**src/rtl/serial_pkg.sv**
```systemverilog
// Shared types and sizing helpers for the serial transmit/receive path.
package serial_pkg;

  typedef enum logic [1:0] {
    StIdle,
    StShift,
    StParity
  } state_e;

  // Counter width able to hold 0..n-1; never narrower than one bit.
  function automatic int unsigned cnt_width(input int unsigned n);
    return (n > 1) ? $clog2(n) : 1;
  endfunction

endpackage

```
**src/rtl/bit_timer.sv**
```systemverilog
// Bit-period divider: counts 0..DIV-1 while enabled and flags the first and
// last cycle of each serial bit.
module bit_timer
  import serial_pkg::*;
#(
  parameter int unsigned DIV = 1
) (
  input  logic clk,
  input  logic rst_n,
  input  logic clear,
  input  logic en,
  output logic first_cycle,
  output logic last_cycle
);

  localparam int unsigned CntW = cnt_width(DIV);
  localparam logic [CntW-1:0] LastCnt = CntW'(DIV - 1);

  logic [CntW-1:0] cnt_q;

  always_ff @(posedge clk or negedge rst_n) begin
    if (!rst_n) begin
      cnt_q <= '0;
    end else if (clear) begin
      cnt_q <= '0;
    end else if (en) begin
      cnt_q <= last_cycle ? '0 : cnt_q + CntW'(1);
    end
  end

  assign first_cycle = en && (cnt_q == '0);
  assign last_cycle  = en && (cnt_q == LastCnt);

endmodule

```
**src/rtl/piso_tx.sv**
```systemverilog
// Parallel-in serial-out transmitter with valid/ready load and per-bit sample tick.
// Optional even-parity trailer bit when PISO_TX_PARITY_EN is defined.
module piso_tx
  import serial_pkg::*;
#(
  parameter int unsigned WIDTH     = 8,
  parameter int unsigned DIV       = 1,
  parameter int unsigned MSB_FIRST = 0
) (
  input  logic             clk,
  input  logic             rst_n,
  input  logic [WIDTH-1:0] data_in,
  input  logic             load_valid,
  output logic             load_ready,
  output logic             ser_out,
  output logic             ser_valid,
  output logic             ser_tick,
  output logic             ser_last,
  output logic             busy
);

  localparam int unsigned BitW = cnt_width(WIDTH);
  localparam logic [BitW-1:0] LastBit = BitW'(WIDTH - 1);

  state_e           state_q;
  logic [WIDTH-1:0] sh_q;
  logic [BitW-1:0]  bit_cnt_q;
  logic             accept;
  logic             first_cycle;
  logic             last_cycle;
  logic             data_bit;

  assign busy      = (state_q != StIdle);
  assign ser_valid = busy;
  assign ser_tick  = first_cycle;
  assign accept    = load_valid && load_ready;
  assign data_bit  = (MSB_FIRST != 0) ? sh_q[WIDTH-1] : sh_q[0];
  // Ready in idle, and in the very last cycle of a frame so frames can abut.
  assign load_ready = (state_q == StIdle) || (ser_last && last_cycle);

  bit_timer #(
    .DIV(DIV)
  ) u_bit_timer (
    .clk        (clk),
    .rst_n      (rst_n),
    .clear      (accept),
    .en         (busy),
    .first_cycle(first_cycle),
    .last_cycle (last_cycle)
  );

`ifdef PISO_TX_PARITY_EN
  logic par_q;

  assign ser_last = (state_q == StParity);
  assign ser_out  = (state_q == StParity) ? par_q : data_bit;
`else
  assign ser_last = (state_q == StShift) && (bit_cnt_q == LastBit);
  assign ser_out  = data_bit;
`endif

  always_ff @(posedge clk or negedge rst_n) begin
    if (!rst_n) begin
      state_q   <= StIdle;
      sh_q      <= '0;
      bit_cnt_q <= '0;
`ifdef PISO_TX_PARITY_EN
      par_q     <= 1'b0;
`endif
    end else if (accept) begin
      state_q   <= StShift;
      sh_q      <= data_in;
      bit_cnt_q <= '0;
`ifdef PISO_TX_PARITY_EN
      par_q     <= ^data_in;
`endif
    end else if (last_cycle) begin
      unique case (state_q)
        StShift: begin
          if (bit_cnt_q == LastBit) begin
`ifdef PISO_TX_PARITY_EN
            state_q <= StParity;
`else
            state_q <= StIdle;
`endif
            sh_q      <= '0;
            bit_cnt_q <= '0;
          end else begin
            if (MSB_FIRST != 0) begin
              sh_q <= {sh_q[WIDTH-2:0], 1'b0};
            end else begin
              sh_q <= {1'b0, sh_q[WIDTH-1:1]};
            end
            bit_cnt_q <= bit_cnt_q + BitW'(1);
          end
        end
`ifdef PISO_TX_PARITY_EN
        StParity: state_q <= StIdle;
`endif
        default: state_q <= StIdle;
      endcase
    end
  end

endmodule
```
**config.mk**
```make
export PLATFORM = sky130hd
export DESIGN_NAME = piso_tx
export DESIGN_NICKNAME = d
export VERILOG_FILES = /design/src/rtl/serial_pkg.sv /design/src/rtl/bit_timer.sv /design/src/rtl/piso_tx.sv
export SDC_FILE = /design/constraint.sdc
export NUM_CORES = 1
export LEC_CHECK = 0
export ABC_AREA = 1
export BUFFER_PORTS_ARGS = -buffer_cell sky130_fd_sc_hd__buf_2
export CORE_MARGIN = 2
export CORE_UTILIZATION = 54
export DETAILED_ROUTE_END_ITERATION = 16
export PLACE_DENSITY = 0.82
export SETUP_SLACK_MARGIN = 0.3
export SYNTH_ARGS = -nofsm -noshare
export SYNTH_HDL_FRONTEND = slang
export SYNTH_SLANG_ARGS = --single-unit
```
**constraint.sdc**
```tcl
create_clock -name clk -period 3.7 [get_ports clk]
set_clock_uncertainty 0.15 [all_clocks]
set_input_delay 0.185 -clock clk [delete_from_list [all_inputs] [get_ports clk]]
set_output_delay 0.185 -clock clk [all_outputs]
set_load 0.005 [all_outputs]
```
==> results of run 1 <==
==> metrics by stage <==
step                setup WS, ps  power (mW)
floorplan                   2190       0.412
global placement            1890       0.459
global route                1620       0.614
CTS                         1740       0.562
finish                      1750       0.556
detailed placement          1820       0.471
==> area by class of cell <==
class                      instances  area, µm²
tap                               15       18.8
inverter                          13       48.8
clock buffer                       4       26.3
fill                             120        443
sequential                        13        325
multi-input combinational         64        307
timing repair buffer              18        100
==> layer usage <==
metal | vias up | GRT usage (%)
met5 | - | 0
met4 | 0 | 12.5
met3 | 4 | 3.33
met2 | 15 | 38.7
met1 | 275 | 27.5
li1 | 329 | -
==> worst register-to-register path: cells and delay by family (launching register included) <==
kind | cells | cell delay [ps]
flops | 1 | 410
simple gates | 6 | 820
fa+ha+maj | 2 | 430
==> worst max path at each step <==
stage | startpoint | end | cells past startpoint
finish | bit_cnt_q[0] | load_ready | 5
global route | bit_cnt_q[0] | sh_q[1] | 8
CTS | bit_cnt_q[0] | load_ready | 5
detailed placement | bit_cnt_q[0] | sh_q[3] | 8
global placement | bit_cnt_q[0] | sh_q[5] | 8
floorplan | bit_cnt_q[0] | sh_q[0] | 8
==> state kept, by name (all words and copies together), names as in the netlist <==
signal             flops
sh_q                   8
bit_cnt_q              3
state_q                1
u_bit_timer.cnt_q      1
==> cells in the mapped netlist (all sizes together) <==
cell type	count
nand2	40
dfrtp	13
o21ai	1
nor3	1
o31ai	1
a21oi	1
buf	4
ha	2
nand4	1
nand3	16
nor2	1
inv	13
==> power breakdown <==
| group | internal (mW) | leakage (nW) | total, mW | switching [mW] |
|---|---|---|---|---|
| Clock | 0.0417 | 0.0150 | 0.0871 | 0.0454 |
| Sequential | 0.195 | 0.164 | 0.230 | 0.0342 |
| Combinational | 0.0952 | 0.315 | 0.240 | 0.144 |
==> repair_timing <==
| action | 4_1_cts | 5_1_grt |
|---|---|---|
| hold buffers | 2 | 0 |
| endpoints found under the setup margin | 0 | 0 |
| resized for setup | 0 | 0 |
| endpoints found under the hold margin | 14 | 0 |
==> cells by family (layout without fill, tap and decap cells) <==
group	Yosys count	in the layout	share of synthesized area [%]
and+or+nand+nor	59	59	35.6
adders and majority gates	2	2	3.53
DFF	13	13	45.9
buffers and inverters	17	35	10.9
AOI/OAI and AO/OA	3	3	4.06
==> flow_metrics.env, run 1 <==
export IMPL_dpl_cell_count=121
export IMPL_drc=0
export IMPL_drtAntennaViolNets=0
export IMPL_core_mm2=0.00127
export IMPL_most_common_layout_cells="nand2_1, buf_2, nand3_1"
export IMPL_vias=623
export IMPL_globalRouteTotalUtil_pct=22.8
export IMPL_synth_cell_type_count=16
export IMPL_synthToLayoutAreaGrowth_pct=16.4
export IMPL_grt_max_degree=14
export IMPL_reg2reg_from="bit_cnt_q[0]"
export IMPL_syn_area_um2=709
export IMPL_fin_nets=126
export IMPL_drtIter0Drc=9
export IMPL_drive_gt1_share_pct=21.4
export IMPL_avgSynthCellArea_um2=7.55
export IMPL_worst_path_max_fanout=11
export IMPL_peakVddDrop_uv=348
export IMPL_gp_congestion=0.778
export IMPL_ys_seq_area_share_pct=45.9
export IMPL_run_status="finished clean"
export IMPL_grt_ovfl_total=0
export IMPL_wl_um=1420
export IMPL_hp_start="data_in[0]"
export IMPL_worstPathBufferInverterCount=1
export IMPL_fin_tns_setup_ps=0
export IMPL_worst_slew_pin_slew_ps=769
export IMPL_rr_worst_depth=8
export IMPL_postCtsSetupBuffers=0
export IMPL_route_layer_met1_wl_um=644
export IMPL_worstSkewPairLatency_ps=270
export IMPL_place_hpwl_um=1000
export IMPL_path_cells="ha_1 -> ha_1 -> nand2_1 -> nand2_1 -> buf_2"
export IMPL_syn_nets=107
export IMPL_synthCells=94
export IMPL_cts_path_max_buffers=2
export IMPL_io_pins=17
export IMPL_hold_end="sh_q[0]"
export IMPL_rsz0062_at_grt="no"
export IMPL_synth_top_cell_area_share_pct=45.9
export IMPL_insertedDiodeCount=0
export IMPL_final_cell_area_um2=826
export IMPL_fin_util_pct=65.1
export IMPL_cts_root_buf="clkbuf_4"
export IMPL_max_stage_delay_ps=410
export IMPL_drtPass1Iterations=4
export IMPL_place_area_um2=779
export IMPL_hold_viol_final=0
export IMPL_maxCapViolCount=0
export IMPL_antenna_found_initial=0
export IMPL_reg2reg_to="sh_q[3]"
export IMPL_slew_headroom_pct=48.7
export IMPL_period_minus_slack_ps=1950
export IMPL_slowest_stage="dfrtp_1"
export IMPL_synthTopCellsByArea="dfrtp_1, nand2_1, nand3_1"
export IMPL_yosysTopAreaCell="dfrtp_1"
export IMPL_rows=13
export IMPL_required_ps=3370
export IMPL_finalCritPeriodShare_pct=52.6
export IMPL_crit_arrival_ps=1610
export IMPL_port_buffers=16
export IMPL_routed_via_density=4.91
export IMPL_cts_max_level=1
export IMPL_grt_pass1_wl_um=2420
export IMPL_final_cells=127
export IMPL_start_kind="flip-flop"
export IMPL_p_leak_nw=0.494
export IMPL_cts_sinks=13
export IMPL_final_common_cell="nand2_1"
export IMPL_fp_dieArea_mm2=0.00162
export IMPL_routed_wl_met2_um=697
export IMPL_powerDensity_mw_per_mm2=674
export IMPL_cts_tree="built"
export IMPL_holdWs_ps=92.2
export IMPL_whs_path_depth=5
export IMPL_avgRoutedWirePerCell_um=11.2
export IMPL_path_class="flip-flop to output port"
export IMPL_finalMaxSlewViolations=0
export IMPL_initial_core_util_pct=55.9
export IMPL_grt_pass1_vias=570
export IMPL_end_kind="output port"
export IMPL_die_w_um=40.2
export IMPL_synth_seq_cells=13
export IMPL_fp_dieH_um=40.2
export IMPL_top_layer_used="met4"
export IMPL_numCtsBuffers=3
export IMPL_reg2reg_slack_ps=1790
export IMPL_fmax_ghz=0.513
export IMPL_setup_violations_final=0
export IMPL_hp_class="primary input to flip-flop"
export IMPL_wl_met3_um=46
export IMPL_cts_clk_slew_worst_paths_ps=80
export IMPL_critPathTopFamily="adder cells"
export IMPL_synth_warnings=0
No activity file was read; power rests on OpenSTA's default activity.
==> inputs of run 2 (changes only) <==
--- a/config.mk
+++ b/config.mk
@@ -5,12 +5,12 @@
 export SDC_FILE = /design/constraint.sdc
 export NUM_CORES = 1
 export LEC_CHECK = 0
-export ABC_AREA = 1
+export ABC_AREA = 0
 export BUFFER_PORTS_ARGS = -buffer_cell sky130_fd_sc_hd__buf_2
 export CORE_MARGIN = 2
 export CORE_UTILIZATION = 54
 export DETAILED_ROUTE_END_ITERATION = 16
-export PLACE_DENSITY = 0.82
+export PLACE_DENSITY = 0.8
 export SETUP_SLACK_MARGIN = 0.3
 export SYNTH_ARGS = -nofsm -noshare
 export SYNTH_HDL_FRONTEND = slang
==> constraint.sdc (replaced) <==
create_clock -name clk -period 2 [get_ports clk]
set_clock_uncertainty 0.15 [all_clocks]
set_input_delay 0.1 -clock clk [delete_from_list [all_inputs] [get_ports clk]]
set_output_delay 0.1 -clock clk [all_outputs]
set_load 0.005 [all_outputs]
==> flow_metrics.env, run 2 <==
export IMPL_grt_ovfl_total=0
export IMPL_fin_nets=141
export IMPL_avgRoutedWirePerCell_um=14.4
export IMPL_ys_seq_area_share_pct=34.8
export IMPL_end_kind="output port"
export IMPL_drtPass1Iterations=4
export IMPL_cts_sinks=13
export IMPL_worst_slew_pin_slew_ps=347
export IMPL_path_cells="ha_2 -> ha_4 -> buf_6 -> and2_1 -> buf_2"
export IMPL_worst_path_max_fanout=6
export IMPL_cts_root_buf="clkbuf_4"
export IMPL_place_hpwl_um=1270
export IMPL_wl_um=2070
export IMPL_period_minus_slack_ps=1680
export IMPL_slowest_stage="dfrtp_1"
export IMPL_maxCapViolCount=0
export IMPL_fin_tns_setup_ps=0
export IMPL_synth_edf_count=0
export IMPL_required_ps=1750
export IMPL_cts_max_level=1
export IMPL_synthTopCellsByArea="dfrtp_1, a211oi_2, mux2_2"
export IMPL_globalRouteTotalUtil_pct=21.3
export IMPL_gp_congestion=0.762
export IMPL_slew_headroom_pct=76.9
export IMPL_vias=800
export IMPL_core_mm2=0.00167
export IMPL_grt_pass1_wl_um=3110
export IMPL_cts_tree="built"
export IMPL_fp_dieH_um=45.6
export IMPL_setup_violations_final=0
export IMPL_synth_cell_type_count=28
export IMPL_largest_register_ffs=8
export IMPL_syn_area_um2=935
export IMPL_cts_clk_slew_worst_paths_ps=80
export IMPL_hold_viol_final=0
export IMPL_syn_nets=111
export IMPL_start_kind="flip-flop"
export IMPL_grt_max_degree=17
export IMPL_power_total_mw=1.40
export IMPL_drtAntennaViolNets=0
export IMPL_max_stage_delay_ps=400
export IMPL_avgSynthCellArea_um2=9.54
export IMPL_worstPathBufferInverterCount=2
export IMPL_fp_dieArea_mm2=0.00208
export IMPL_grt_pass1_vias=665
export IMPL_finalCritPeriodShare_pct=83.8
export IMPL_synth_warnings=0
export IMPL_drc=0
export IMPL_top_register="sh_q"
export IMPL_most_common_layout_cells="buf_2, dfrtp_1, inv_1, dlygate4sd3_1"
export IMPL_peakVddDrop_uv=614
export IMPL_synth_ff_type="dfrtp_1"
export IMPL_synthCells=98
export IMPL_routed_via_density=5.56
export IMPL_run_status="finished clean"
export IMPL_initial_core_util_pct=56.0
export IMPL_yosysTopAreaCell="dfrtp_1"
export IMPL_cts_path_max_buffers=2
export IMPL_drtIter0Drc=8
export IMPL_critPathTopFamily="flip-flops"
export IMPL_finalMaxSlewViolations=0
export IMPL_worstSkewPairLatency_ps=280
export IMPL_drive_gt1_share_pct=40.9
export IMPL_synthToLayoutAreaGrowth_pct=27.0
export IMPL_synth_async_reset_ratio_pct=100
export IMPL_rsz0062_at_grt="yes"
export IMPL_insertedDiodeCount=0
export IMPL_final_common_cell="buf_2"
export IMPL_die_w_um=45.6
export IMPL_synth_common_cells="dfrtp_1, inv_1, nor2_1, a21oi_1, nor2b_1"
export IMPL_p_leak_nw=0.561
export IMPL_synth_most_common_cell="dfrtp_1"
export IMPL_port_buffers=16
export IMPL_path_class="flip-flop to output port"
export IMPL_synth_seq_cells=13
export IMPL_powerDensity_mw_per_mm2=1180
export IMPL_crit_arrival_ps=1430
export IMPL_synth_top_cell_area_share_pct=34.8
export IMPL_rows=15
export IMPL_fmax_ghz=0.596
export IMPL_top_regs="sh_q x8, bit_cnt_q x3"
export IMPL_hp_class="primary input to flip-flop"
export IMPL_fin_util_pct=71.1
export IMPL_io_pins=17
export IMPL_antenna_found_initial=0
export IMPL_numCtsBuffers=3
-- run 2: cell types whose count changed after synthesis, moves of 3 or more --
cell,previous run,this run
nand2_1,40,1
a211oi_2,0,7
nor2_1,0,9
o21ai_0,0,5
a21oi_1,1,8
mux2_2,0,7
nand3_1,15,1
a22o_1,0,4
nor2b_1,0,8
buf_4,1,4
-- run 2: logic make-up (layout without fill, tap and decap cells) --
family	Yosys count	after routing	synth area share (%)
and+or+nand+nor	29	29	17.7
AOI/OAI and AO/OA	28	28	23.3
buffers and inverters	17	46	11.0
DFF	13	13	34.8
muxes	9	9	10.6
adders and majority gates	2	2	2.68
-- run 2: layout make-up --
| class | instances | area, µm² |
|---|---|---|
| clock buffers | 4 | 26.3 |
| well taps | 17 | 21.3 |
| inverters | 9 | 33.8 |
| multi-input cells | 68 | 529 |
| fillers | 122 | 483 |
| flip-flops and latches | 13 | 327 |
| repair buffers | 33 | 250 |
-- run 2: worst paths after layout --
kind / start / end / slack [ps] / cells after the start
max: bit_cnt_q[1] / ser_last / 320 / 5
min: load_valid / u_bit_timer.cnt_q / 40 / 2
max reg2reg: bit_cnt_q[1] / sh_q[2] / 330 / 6
min reg2reg: bit_cnt_q[2] / bit_cnt_q[2] / 450 / 1
max in group asynchronous: rst_n / state_q[0] / 1370 / 2
min in group asynchronous: rst_n / sh_q[5] / 80 / 2
-- run 2: repair_timing --
action,4_1_cts,5_1_grt
hold buffers,9,0
gates resized for setup,3,7
hold endpoints to repair,21,0
setup buffers,3,3
endpoints found under the setup margin,14,10
-- run 2: stage by stage --
stage                     cells  hold WS [ps]  area, µm²  setup slack, ps
after global routing        144          61.0       1190              271
after CTS                   141          30.0       1150              301
after global placement      125          -143        982              124
final                       144          38.6       1190              323
after floorplan              98          -346        935              400
after detailed placement    125          -143        982             71.9
-- run 2: layer usage --
metal  wire, µm  global-route usage, %  vias to the layer above
li1           -                      -                      396
met1        950                   28.6                      384
met2       1040                   34.6                       15
met3         53                   3.57                        5
met4         28                   7.06                        0
met5          0                      0                        -
-- run 2: report_power, final --
group | leakage [nW] | internal, mW | total, mW | switching, mW
combinational | 0.379 | 0.435 | 0.777 | 0.342
sequential | 0.167 | 0.361 | 0.459 | 0.0975
clock | 0.0150 | 0.0773 | 0.167 | 0.0900
total | 0.561 | 0.874 | 1.40 | 0.529
==> inputs of run 3 (changes only) <==
==> constraint.sdc (replaced) <==
create_clock -name clk -period 1.7 [get_ports clk]
set_clock_uncertainty 0.15 [all_clocks]
set_input_delay 0.085 -clock clk [delete_from_list [all_inputs] [get_ports clk]]
set_output_delay 0.085 -clock clk [all_outputs]
set_load 0.005 [all_outputs]
==> flow_metrics.env, run 3 (synthesis gave the netlist of run 2 again) <==
export IMPL_run_status="finished clean"
export IMPL_hold_viol_final=0
export IMPL_cts_root_buf="clkbuf_4"
export IMPL_port_buffers=16
export IMPL_combinationalPowerShare_pct=62.8
export IMPL_swShare_pct=38.2
export IMPL_end_kind="flip-flop"
export IMPL_pwr_share_seq_pct=27.4
export IMPL_worstSkewPairLatency_ps=270
export IMPL_drtAntennaViolNets=0
export IMPL_vias=867
export IMPL_synthToLayoutAreaGrowth_pct=39.9
export IMPL_fp_dieArea_mm2=0.00208
export IMPL_grt_pass1_wl_um=3950
export IMPL_insertedDiodeCount=0
export IMPL_final_common_cell="buf_2"
export IMPL_die_w_um=45.6
export IMPL_grt_max_degree=17
export IMPL_fin_nets=146
export IMPL_wl_um=2540
export IMPL_largest_register_ffs=8
export IMPL_start_kind="flip-flop"
export IMPL_fmax_ghz=0.607
export IMPL_io_pins=17
export IMPL_period_minus_slack_ps=1650
export IMPL_rsz0062_at_grt="yes"
export IMPL_nFillCells=106
export IMPL_rows=15
export IMPL_setup_violations_final=0
export IMPL_drive_gt1_share_pct=50.0
export IMPL_fin_util_pct=78.3
export IMPL_peakVddDrop_uv=885
export IMPL_place_hpwl_um=1260
export IMPL_numCtsBuffers=3
export IMPL_most_common_layout_cells="buf_2, dfrtp_1, buf_4"
export IMPL_intPower_mw=1.21
export IMPL_routed_via_density=5.82
export IMPL_fin_tns_setup_ps=0
export IMPL_drtPass1Iterations=4
export IMPL_crit_arrival_ps=1660
export IMPL_p_clk_share_pct=9.7
export IMPL_grt_pass1_vias=855
export IMPL_reg2reg_slack_ps=50
export IMPL_finalMaxSlewViolations=0
export IMPL_initial_core_util_pct=56.0
export IMPL_cts_tree="built"
export IMPL_cts_sinks=13
export IMPL_antenna_found_initial=0
export IMPL_grt_ovfl_total=0
export IMPL_core_mm2=0.00167
export IMPL_slew_headroom_pct=79.9
export IMPL_worst_path_max_fanout=6
export IMPL_required_ps=1710
export IMPL_p_switching_uw=747
export IMPL_cts_clk_slew_worst_paths_ps=80
export IMPL_powerDensity_mw_per_mm2=1500
export IMPL_gp_congestion=0.738
export IMPL_finalCritPeriodShare_pct=96.9
export IMPL_fp_dieH_um=45.6
export IMPL_globalRouteTotalUtil_pct=27.1
export IMPL_top_register="sh_q"
export IMPL_p_leak_nw=0.616
export IMPL_final_cells=149
export IMPL_maxCapViolCount=0
export IMPL_drtIter0Drc=18
export IMPL_cts_max_level=1
export IMPL_dpl_cell_count=125
export IMPL_drc=0
export IMPL_hp_class="primary input to flip-flop"
export IMPL_avgRoutedWirePerCell_um=17.1
export IMPL_cts_path_max_buffers=2
export IMPL_top_regs="sh_q x8, bit_cnt_q x3"
export IMPL_path_class="flip-flop to flip-flop"
export IMPL_worst_slew_pin_slew_ps=302
-- run 3: cell count changes in the layout (fill, tap and decap cells not counted), moves of 2 or more --
cell     delta
nor2_4      +4
mux2_4      +4
mux2_2      -4
buf_4       +5
o21ai_0     -2
nor2b_1     -3
nor2b_2     +2
nor2_1      -4
-- run 3: area by class of cell --
class                      count  area (µm²)  area share (%)
multi-input combinational     68         613            46.9
sequential                    13         325            24.9
timing repair buffer          38         288            22.0
inverter                       9        33.8            2.58
clock buffer                   4        26.3            2.01
tap                           17        21.3            1.63
-- run 3: path summary, 6_finish.rpt --
path,startpoint,endpoint,cells after the start
max,bit_cnt_q[1],sh_q[3],6
min,load_valid,u_bit_timer.cnt_q,2
max reg2reg,bit_cnt_q[1],sh_q[3],6
min reg2reg,bit_cnt_q[2],bit_cnt_q[2],1
max in group asynchronous,rst_n,state_q[0],2
min in group asynchronous,rst_n,bit_cnt_q[0],2
-- run 3: per-layer routing --
layer / wire length [µm] / part of all wire (%) / track usage (%) / vias to the layer above
li1: - / - / - / 406
met2: 1300 / 51 / 41.7 / 42
met1: 1040 / 41 / 35.3 / 411
met5: 0 / 0 / 0 / -
met4: 65 / 2.6 / 13.5 / 0
met3: 138 / 5.4 / 6.35 / 8
-- run 3: critical path: stages, from the launching register on --
cell and delay, ps:
dfrtp_1 420, ha_4 180, ha_4 180, buf_12 140, mux2_4 310, nor2_4 110
a211oi_2 40
-- run 3: repair_timing --
action                                  in CTS  in global routing
endpoints found under the hold margin       21                  0
endpoints found under the setup margin      14                 13
pin swaps                                   10                  7
buffers inserted                            10                  1
hold buffers                                 9                  0
resized for setup                            9                 12
-- run 3: power groups by stage --
stage               Clock, mW  Sequential, mW  Combinational [mW]
floorplan                   0           0.505               0.707
global placement            0           0.520               0.784
detailed placement          0           0.527               0.820
CTS                     0.197           0.516                1.02
global route            0.213           0.550                1.32
finish                  0.190           0.536                1.23
-- run 3: stage by stage --
step                      instance area, µm²  hold slack, ps  power (mW)  setup WS (ps)
after floorplan                          967            -361        1.21            169
after global placement                  1010            -156        1.30            109
after detailed placement                1010            -162        1.35           58.2
after CTS                               1240            3.72        1.73           85.5
after global routing                    1310            59.6        2.09          0.402
final                                   1310            47.8        1.96           52.7
